File: config.mk
export PLATFORM = sky130hd
export DESIGN_NAME = spram_boot_sequencer
export DESIGN_NICKNAME = d
export VERILOG_FILES = /design/src/rtl/mem_pkg.sv /design/src/rtl/bank_port_mux.sv /design/src/rtl/spram_boot_sequencer.sv
export SDC_FILE = /design/constraint.sdc
export NUM_CORES = 1
export LEC_CHECK = 0
export ABC_AREA = 0
export CORE_AREA = 2 2 115 117
export DETAILED_ROUTE_END_ITERATION = 6
export DIE_AREA = 0 0 117 119
export GPL_TIMING_DRIVEN = 0
export MAX_ROUTING_LAYER = met4
export PLACE_DENSITY = 0.78
export SETUP_SLACK_MARGIN = 0.4
export SLEW_MARGIN = 20
export SYNTH_ARGS = -nofsm -noshare
export SYNTH_HDL_FRONTEND = slang
export SYNTH_SLANG_ARGS = --single-unit
File: constraint.sdc
create_clock -name clk -period 3.25 [get_ports clk]
set_input_delay 0.65 -clock clk [delete_from_list [all_inputs] [get_ports clk]]
set_output_delay 0.65 -clock clk [all_outputs]
set_load 0.02 [all_outputs]
File: src/rtl/mem_pkg.sv
// Shared definitions for the SPRAM boot sequencer and its bank muxes.
package mem_pkg;

  // Sequencer states: prime the ROM pipeline, copy the image, then share the banks.
  typedef enum logic [1:0] {
    PRIME    = 2'd0,
    COPY     = 2'd1,
    RUN_CORE = 2'd2,
    RUN_EXT  = 2'd3
  } state_e;

  // Which requester drives a bank port.
  typedef enum logic [1:0] {
    SRC_COPY = 2'd0,
    SRC_CORE = 2'd1,
    SRC_EXT  = 2'd2
  } src_e;

  localparam logic [3:0] FULL_BE = 4'hF;

  localparam int DEF_ROM_AW = 9;
  localparam int DEF_RAM_AW = 14;

endpackage

File: src/rtl/bank_port_mux.sv
// Combinational source select for one SPRAM bank: boot copy, core or loader.
module bank_port_mux
  import mem_pkg::*;
#(
  parameter int AW = DEF_RAM_AW
) (
  input  src_e          sel,
  input  logic [AW-1:0] copy_addr,
  input  logic [31:0]   copy_di,
  input  logic          copy_we,
  input  logic [AW-1:0] core_addr,
  input  logic [31:0]   core_di,
  input  logic          core_we,
  input  logic [AW-1:0] ext_addr,
  input  logic [31:0]   ext_di,
  input  logic          ext_we,
  output logic [AW-1:0] addr,
  output logic [31:0]   di,
  output logic          we
);

  // Route the selected requester; copy is the default so reset looks like PRIME.
  always_comb begin
    addr = copy_addr;
    di   = copy_di;
    we   = copy_we;
    case (sel)
      SRC_CORE: begin
        addr = core_addr;
        di   = core_di;
        we   = core_we;
      end
      SRC_EXT: begin
        addr = ext_addr;
        di   = ext_di;
        we   = ext_we;
      end
      default: ;
    endcase
  end

endmodule

File: src/rtl/spram_boot_sequencer.sv
// Boot-copies the ROM image into both SPRAM banks, then arbitrates the banks
// between the core (priority) and the external loader (anti-starvation timer).
module spram_boot_sequencer
  import mem_pkg::*;
#(
  parameter int ROM_AW     = DEF_ROM_AW,
  parameter int RAM_AW     = DEF_RAM_AW,
  parameter int COPY_WORDS = 512,
  parameter int STARVE_MAX = 16
) (
  input  logic              clk,
  input  logic              resetb,
  input  logic              reload,
  output logic              boot,
  output logic [ROM_AW-1:0] rom_addr,
  input  logic [31:0]       rom_data,
  input  logic              core_req,
  input  logic [RAM_AW-1:0] core_addr0,
  input  logic [RAM_AW-1:0] core_addr1,
  input  logic [31:0]       core_di0,
  input  logic [31:0]       core_di1,
  input  logic              core_we0,
  input  logic              core_we1,
  input  logic [3:0]        core_be,
  output logic              core_stall,
  input  logic              ext_req,
  output logic              ext_gnt,
  input  logic [RAM_AW:0]   ext_addr,
  input  logic [31:0]       ext_di,
  input  logic              ext_we,
  output logic [RAM_AW-1:0] ram_addr0,
  output logic [RAM_AW-1:0] ram_addr1,
  output logic [31:0]       ram_di0,
  output logic [31:0]       ram_di1,
  output logic              ram_we0,
  output logic              ram_we1,
  output logic [3:0]        ram_be1
);

  localparam int                SW         = $clog2(STARVE_MAX + 1);
  localparam logic [ROM_AW-1:0] LAST_PTR   = ROM_AW'(COPY_WORDS - 1);
  localparam logic [ROM_AW-1:0] ROM_ONE    = ROM_AW'(1);
  localparam logic [SW-1:0]     STARVE_SAT = SW'(STARVE_MAX);
  localparam logic [SW-1:0]     STARVE_ONE = SW'(1);

  state_e            state_reg, state_next;
  logic [ROM_AW-1:0] rom_addr_reg, rom_addr_next;
  logic [ROM_AW-1:0] wr_ptr_reg, wr_ptr_next;
  logic [SW-1:0]     starve_reg, starve_next;
  logic              reload_pend_reg, reload_pend_next;
  logic              boot_reg;
  logic              take_grant;
  src_e              src_sel;

  // State, ROM/copy pointers, starvation timer and pending reload.
  always_ff @(posedge clk or negedge resetb) begin
    if (!resetb) begin
      state_reg       <= PRIME;
      rom_addr_reg    <= '0;
      wr_ptr_reg      <= '0;
      starve_reg      <= '0;
      reload_pend_reg <= 1'b0;
      boot_reg        <= 1'b0;
    end else begin
      state_reg       <= state_next;
      rom_addr_reg    <= rom_addr_next;
      wr_ptr_reg      <= wr_ptr_next;
      starve_reg      <= starve_next;
      reload_pend_reg <= reload_pend_next;
      boot_reg        <= (state_next == RUN_CORE) || (state_next == RUN_EXT);
    end
  end

  // Next-state logic: copy sequencing, grant/release and reload handling.
  always_comb begin
    state_next       = state_reg;
    rom_addr_next    = rom_addr_reg;
    wr_ptr_next      = wr_ptr_reg;
    reload_pend_next = reload_pend_reg;
    take_grant       = 1'b0;
    case (state_reg)
      PRIME: begin
        // ROM word 0 is being read now; issue word 1 as the copy starts.
        state_next    = COPY;
        rom_addr_next = ROM_ONE;
        wr_ptr_next   = '0;
      end
      COPY: begin
        rom_addr_next = rom_addr_reg + ROM_ONE;
        wr_ptr_next   = wr_ptr_reg + ROM_ONE;
        if (wr_ptr_reg == LAST_PTR) begin
          state_next    = RUN_CORE;
          rom_addr_next = '0;
          wr_ptr_next   = '0;
        end
      end
      RUN_CORE: begin
        if (reload) begin
          state_next = PRIME;
        end else if (ext_req && (!core_req || (starve_reg == STARVE_SAT))) begin
          take_grant = 1'b1;
          state_next = RUN_EXT;
        end
      end
      RUN_EXT: begin
        // A reload seen while the loader owns the banks waits for the release.
        if (reload) begin
          reload_pend_next = 1'b1;
        end
        if (!ext_req) begin
          state_next       = (reload_pend_reg || reload) ? PRIME : RUN_CORE;
          reload_pend_next = 1'b0;
        end
      end
      default: state_next = PRIME;
    endcase
  end

  // Starvation timer: counts ungranted loader-request cycles, saturating.
  always_comb begin
    starve_next = starve_reg;
    if (!ext_req || ext_gnt || take_grant) begin
      starve_next = '0;
    end else if (starve_reg != STARVE_SAT) begin
      starve_next = starve_reg + STARVE_ONE;
    end
  end

  // Bank port source follows the state; PRIME/COPY both use the copy source.
  always_comb begin
    src_sel = SRC_COPY;
    if (state_reg == RUN_CORE) begin
      src_sel = SRC_CORE;
    end else if (state_reg == RUN_EXT) begin
      src_sel = SRC_EXT;
    end
  end

  assign boot       = boot_reg;
  assign rom_addr   = rom_addr_reg;
  assign ext_gnt    = (state_reg == RUN_EXT);
  assign core_stall = (state_reg != RUN_CORE) || (core_req && take_grant);
  assign ram_be1    = (state_reg == RUN_CORE) ? core_be : FULL_BE;

  // Per-bank views of the requester ports so both banks share one mux pattern.
  logic [RAM_AW-1:0] core_addr_a [2];
  logic [31:0]       core_di_a   [2];
  logic              core_we_a   [2];
  logic              ext_we_a    [2];
  logic [RAM_AW-1:0] ram_addr_a  [2];
  logic [31:0]       ram_di_a    [2];
  logic              ram_we_a    [2];
  logic [RAM_AW-1:0] copy_addr;
  logic              copy_we;

  assign copy_addr      = RAM_AW'(wr_ptr_reg);
  assign copy_we        = (state_reg == COPY);
  assign core_addr_a[0] = core_addr0;
  assign core_addr_a[1] = core_addr1;
  assign core_di_a[0]   = core_di0;
  assign core_di_a[1]   = core_di1;

  // A core write in the cycle the loader is granted is dropped; the core is
  // stalled and will repeat it, so it cannot land after the loader's writes.
  assign core_we_a[0] = core_we0 && !take_grant;
  assign core_we_a[1] = core_we1 && !take_grant;

  genvar gi;
  generate
    for (gi = 0; gi < 2; gi++) begin : g_bank
      assign ext_we_a[gi] = ext_we && (ext_addr[0] == 1'(gi));

      bank_port_mux #(
        .AW (RAM_AW)
      ) u_mux (
        .sel       (src_sel),
        .copy_addr (copy_addr),
        .copy_di   (rom_data),
        .copy_we   (copy_we),
        .core_addr (core_addr_a[gi]),
        .core_di   (core_di_a[gi]),
        .core_we   (core_we_a[gi]),
        .ext_addr  (ext_addr[RAM_AW:1]),
        .ext_di    (ext_di),
        .ext_we    (ext_we_a[gi]),
        .addr      (ram_addr_a[gi]),
        .di        (ram_di_a[gi]),
        .we        (ram_we_a[gi])
      );
    end
  endgenerate

  assign ram_addr0 = ram_addr_a[0];
  assign ram_addr1 = ram_addr_a[1];
  assign ram_di0   = ram_di_a[0];
  assign ram_di1   = ram_di_a[1];
  assign ram_we0   = ram_we_a[0];
  assign ram_we1   = ram_we_a[1];

endmodule

==> flow_summary.ini, run 1 <==
[run_status]
status = finished clean

[worst_setup_path]
crit_arrival_ns = 2.11
rr_startpoint = wr_ptr_reg[0]$_DFFE_PN0P_
cp.required_ns = 2.60
cp_num_buf_inv = 3
cp-startpoint = state_reg[0]$_DFF_PN0_
cp_slowest_cell = clkdlybuf4s50_1
end_kind = output port
reg2reg_to = rom_addr[8]$_DFFE_PN0P_
path_cells = buf_2 > clkbuf_2 > nand2b_1 > a21oi_1 > clkdlybuf4s50_1
path_depth = 5
endpoint = ram_addr0[1]
worstRegToRegCells = 8
crit_path_start_kind = flop
critPathTopFamily = buffers and inverters
reg2reg_slack_ns = 0.67
slowest_delay_ns = 0.61
critPathKind = reg2out
cp_max_fo = 10

[placement]
dpl_cell_area_sq_um = 6270
hpwl_microns = 13600
port_buffers = 292
place_congestion = 0.855

[clocking]
cts-root-buf = clkbuf_16
holdBufCountCts = 0
cts_max_level = 1
clk_path_buf_depth = 2
clock_sinks = 27
numCtsBuffers = 3
cts_tree = built
clk_pin_slew_ns = 0.07
clkLatencyLatePin_ns = 0.27

[final_layout]
final_cell_mix = clkdlybuf4s50_1, nand2b_1, a21oi_1, dlygate4sd2_1, nor2_1
layout_commonest_cell = clkdlybuf4s50_1
area_delta_synth_final_pct = 104
fin_area_sq_um = 6380
finish.net_count = 943
drive_gt1_share_pct = 4.91

[yosys]
netlist_instances = 458
syn-num-nets = 646
synth_warnings = 0
synth_seq_cells = 27
synth-seq-area-share_pct = 21.6
synth.distinct_cells = 30
postSynthAreaPerCell_sq_um = 6.83
netlist_area_sq_um = 3130

[hold_path]
min_path_type = in2async

[routing]
via_per_inst = 4.79
wl_per_cell_microns = 17.6
drc = 0
ant_nets = 0
vias = 4488
drtIter0Drc = 224
dr.pass1.iters = 5
routed_wl_microns = 16500

[power]
totalPowerFinal_mw = 1.02
ir_drop_mv = 0.185
power_density_nw_per_um2 = 161
leakagePower_nw = 2.62

[grt]
grt_pass1_vias = 4257
grt.total_usage_pct = 23.0
grt_start_max_net_pins = 28
grt_pass1_wl_microns = 24000
antenna_found_initial = 7
grt_overflow = 0

[sta]
grt_setup_unrepaired = true
slew_viol_final = 0
tightestPinTransition_ns = 0.615
setup_viol = 0
relSlewSlack_pct = 59.0
worst_clock_skew_ns = 0.00250
whs_ns = 0.388
hold_viol_final = 0
period_needed_ns = 2.76
fmaxAchievable_ghz = 0.362
fin_crit_sh_pct = 84.9

[die]
initial_core_util_pct = 24.3
die_w_microns = 117
io_pins = 293
coreArea_sq_um = 12900
die_h_microns = 119
die_area_sq_um = 13900
rows = 42

[job]
drv_cap = 0
==> repair_timing <==
| action | 4_1_cts | 5_1_grt |
|---|---|---|
| setup buffers | 0 | 0 |
| gates resized for setup | 109 | 29 |
| pin swaps | 0 | 0 |
| endpoints found under the setup margin | 95 | 31 |
==> cells in the mapped netlist <==
| cell | instances | share of area, % |
|---|---|---|
| nor4bb_1 | 1 | 0.32 |
| mux2i_1 | 2 | 0.64 |
| nand4_1 | 3 | 0.60 |
| buf_2 | 3 | 0.48 |
| a21o_1 | 2 | 0.48 |
| a21boi_0 | 51 | 12 |
| nand4bb_1 | 2 | 0.72 |
| nor2_1 | 43 | 5.2 |
| clkbuf_1 | 29 | 3.5 |
| xnor2_1 | 1 | 0.28 |
| inv_1 | 11 | 1.3 |
| nor3b_2 | 1 | 0.40 |
| nor2b_1 | 2 | 0.40 |
| nand3_1 | 17 | 2.7 |
| a22o_1 | 6 | 1.7 |
| a31oi_1 | 1 | 0.20 |
| a32o_1 | 2 | 0.64 |
| o211ai_1 | 9 | 2.2 |
| dfrtp_1 | 27 | 22 |
| nor3_1 | 4 | 0.64 |
| a21oi_1 | 91 | 15 |
| o21ai_0 | 9 | 1.4 |
| mux2_2 | 1 | 0.36 |
| ha_1 | 5 | 2.0 |
| xor2_1 | 2 | 0.56 |
| nand2b_1 | 96 | 19 |
| or3_1 | 4 | 0.80 |
| or4_1 | 7 | 1.7 |
| or3b_1 | 1 | 0.28 |
| nand2_1 | 25 | 3.0 |
==> cell type report <==
cell class / instances / area [sq um]
inverters: 11 / 41.3
multi-input cells: 388 / 2300
repair buffers: 292 / 2850
well taps: 176 / 220
clock inverters: 1 / 5.00
clock buffers: 3 / 75.1
flip-flops and latches: 27 / 676
plain buffers: 32 / 188
diodes: 7 / 17.5
fillers: 1298 / 6500
==> per-layer routing <==
layer / up-vias / track usage, % / wire [microns]
li1: 2210 / - / -
met1: 2083 / 28.4 / 7020
met2: 177 / 37.4 / 7710
met3: 18 / 7.07 / 1490
met4: 0 / 4.04 / 240
met5: - / - / 0
==> worst reg2reg max path: stages, from the launching register on <==
cell and delay (ns):
dfrtp_1 0.45, ha_1 0.26, nand3_1 0.17, nor3_1 0.08
ha_1 0.27, or3b_1 0.45, clkbuf_1 0.23, or4_1 0.53
nand3_1 0.08
==> worst min path at each step <==
stage	depth (start not counted)	end	from	slack, ns
detailed placement	2	reload_pend_reg$_DFFE_PN0P_	reload_pend_reg$_DFFE_PN0P_	0.51
CTS	1	rom_addr[8]$_DFFE_PN0P_	resetb	0.41
global placement	2	reload_pend_reg$_DFFE_PN0P_	reload_pend_reg$_DFFE_PN0P_	0.49
finish	1	rom_addr[8]$_DFFE_PN0P_	resetb	0.39
floorplan	0	boot$_DFF_PN0_	resetb	0.35
global route	1	rom_addr[8]$_DFFE_PN0P_	resetb	0.44
==> where the power goes <==
group,internal (mW),leakage [nW],switching [mW],total (mW)
clock,0.167,0.0409,0.123,0.289
combinational,0.251,2.24,0.142,0.393
sequential,0.339,0.341,0.00332,0.342
total,0.756,2.62,0.268,1.02
==> per-stage QoR <==
step                      utilization (%)  worst slack [ns]  TNS, ns  cells
after global placement               48.7            -0.108   -0.285    926
after CTS                            49.1             0.401        0    930
final                                49.5             0.489        0    937
after global routing                 49.5             0.354        0    937
after detailed placement             48.7            -0.117   -0.250    926
after floorplan                         -             0.978        0    458
==> kinds of logic after synthesis <==
kind of cell | Yosys count | share of synthesized area (%)
muxes | 3 | 1.00
AOI/OAI and AO/OA | 171 | 33.4
buffers and inverters | 43 | 5.28
adders and majority gates | 5 | 2.00
xor gates and xnor gates | 3 | 0.840
and+or+nand+nor | 206 | 35.9
DFF | 27 | 21.6
(Power assumes the default switching activity.)
==> run 2, diff against run 1 <==
--- a/config.mk
+++ b/config.mk
@@ -6,12 +6,12 @@
 export NUM_CORES = 1
 export LEC_CHECK = 0
 export ABC_AREA = 0
-export CORE_AREA = 2 2 115 117
+export CORE_AREA = 2 2 112 114
 export DETAILED_ROUTE_END_ITERATION = 6
-export DIE_AREA = 0 0 117 119
+export DIE_AREA = 0 0 114 116
 export GPL_TIMING_DRIVEN = 0
 export MAX_ROUTING_LAYER = met4
-export PLACE_DENSITY = 0.78
+export PLACE_DENSITY = 0.84
 export SETUP_SLACK_MARGIN = 0.4
 export SLEW_MARGIN = 20
 export SYNTH_ARGS = -nofsm -noshare
==> constraint.sdc (replaced) <==
create_clock -name clk -period 2.5 [get_ports clk]
set_input_delay 0.5 -clock clk [delete_from_list [all_inputs] [get_ports clk]]
set_output_delay 0.5 -clock clk [all_outputs]
set_load 0.02 [all_outputs]
==> flow_summary.ini, run 2 (same netlist as run 1, synthesis figures left out) <==
[final_layout]
finish.net_count = 965
n_fill_cell = 1109
final_cell_mix = clkdlybuf4s50_1, nand2b_1, a21oi_1, buf_4, buf_2
layout_commonest_cell = clkdlybuf4s50_1
area_delta_synth_final_pct = 118
multi_input_area_sq_um = 2680
regArea_sq_um = 678
drive_gt1_share_pct = 30.7
fin_util_pct = 57.2

[job]
drv_cap = 0

[placement]
dp_slack_ns = -0.772
hpwl_microns = 14100
port_buffers = 292
place_congestion = 0.884

[die]
io_pins = 293
coreArea_sq_um = 11900
rows = 40
die_area_sq_um = 13200
initial_core_util_pct = 26.3
die_w_microns = 114
die_h_microns = 116

[sta]
whs_ns = 0.246
grt_setup_unrepaired = true
fin_crit_sh_pct = 88.7
fin_ws_ns = 0.283
slew_viol_final = 0
relSlewSlack_pct = 58.7
fmaxAchievable_ghz = 0.451
hold_viol_final = 0
tightestPinTransition_ns = 0.619
period_needed_ns = 2.22
worst_clock_skew_ns = 0.00243
setup_viol = 0

[clocking]
clkLatencyLatePin_ns = 0.26
cts_tree = built
holdBufCountCts = 0
clk_pin_slew_ns = 0.07
cts-root-buf = clkbuf_16
clk_path_buf_depth = 2
cts_max_level = 1
clock_sinks = 27
numCtsBuffers = 3

[routing]
wl_per_cell_microns = 19.8
ant_nets = 0
routed_wl_microns = 18500
drc = 0
dr.pass1.iters = 4
via_per_inst = 5.07
vias = 4734
drtIter0Drc = 356

[power]
leakagePower_nw = 2.73
totalPowerFinal_mw = 1.37
power_density_nw_per_um2 = 201
ir_drop_mv = 0.218

[hold_path]
min_path_type = in2async

[grt]
grt_pass1_wl_microns = 25400
grt_pass1_vias = 4479
grt.total_usage_pct = 25.8
antenna_found_initial = 10
grt_overflow = 0
grt_start_max_net_pins = 28

[worst_setup_path]
rr_startpoint = wr_ptr_reg[0]$_DFFE_PN0P_
path_cells = inv_1 > ha_2 > nand4bb_1 > a21o_1 > a32o_2 > buf_6
critPathTopFamily = compound AO/OA/AOI/OAI gates
end_kind = output port
cp_num_buf_inv = 2
critPathKind = reg2out
crit_arrival_ns = 1.72
slowest_delay_ns = 0.42
cp_slowest_cell = dfrtp_1
crit_path_start_kind = flop
cp.required_ns = 2.00
cp_max_fo = 4
reg2reg_to = wr_ptr_reg[3]$_DFFE_PN0P_
worstRegToRegCells = 9
reg2reg_slack_ns = 0.39

[run_status]
status = finished clean
-- run 2: where the power goes --
part / leakage [nW] / switching, mW / internal, mW / total [mW]
Clock: 0.0382 / 0.153 / 0.219 / 0.372
Sequential: 0.340 / 0.00501 / 0.440 / 0.445
Combinational: 2.35 / 0.213 / 0.340 / 0.553
-- run 2: layout make-up --
class | instances | share of cell area (%)
well taps | 147 | 2.70
clock buffers | 4 | 1.16
multi-input cells | 388 | 39.4
inverters | 11 | 0.606
repair buffers | 314 | 40.7
flip-flops and latches | 27 | 9.95
plain buffers | 32 | 5.20
diodes | 10 | 0.367
-- run 2: how the worst max path moves through the flow --
stage                         startpoint       endpoint  slack, ns  depth (start not counted)
2_1_floorplan     state_reg[1]$_DFF_PN0_  ram_addr1[10]       0.38                          4
3_3_place_gp      state_reg[1]$_DFF_PN0_    ram_di1[16]      -0.72                          6
3_5_place_dp      state_reg[1]$_DFF_PN0_    ram_di1[16]      -0.77                          6
4_1_cts           state_reg[0]$_DFF_PN0_    ram_di0[21]       0.31                          5
5_1_grt        starve_reg[1]$_DFFE_PN0P_     core_stall       0.23                          7
6_report       starve_reg[1]$_DFFE_PN0P_        ram_we1       0.28                          6
-- run 2: what timing repair did --
item                                    4_1_cts  5_1_grt
pin swaps                                    16       13
buffers inserted                             14        8
endpoints found under the setup margin      114      108
gates resized for setup                     535      165
-- run 2: through the flow --
step / instances / area (sq um) / TNS, ns
4_1_cts: 915 / 6450 / 0
2_1_floorplan: 458 / 3140 / 0
5_1_grt: 933 / 6810 / 0
6_report: 933 / 6810 / 0
3_3_place_gp: 897 / 6250 / -46.48
3_5_place_dp: 897 / 6240 / -48.80
-- run 2: routing by layer --
metal	up-vias	wire length [microns]	GRT usage, %
met5	-	0	-
met4	0	340	6.67
met3	22	1970	9.31
met2	227	8890	41.0
met1	2229	7260	31.0
li1	2256	-	-
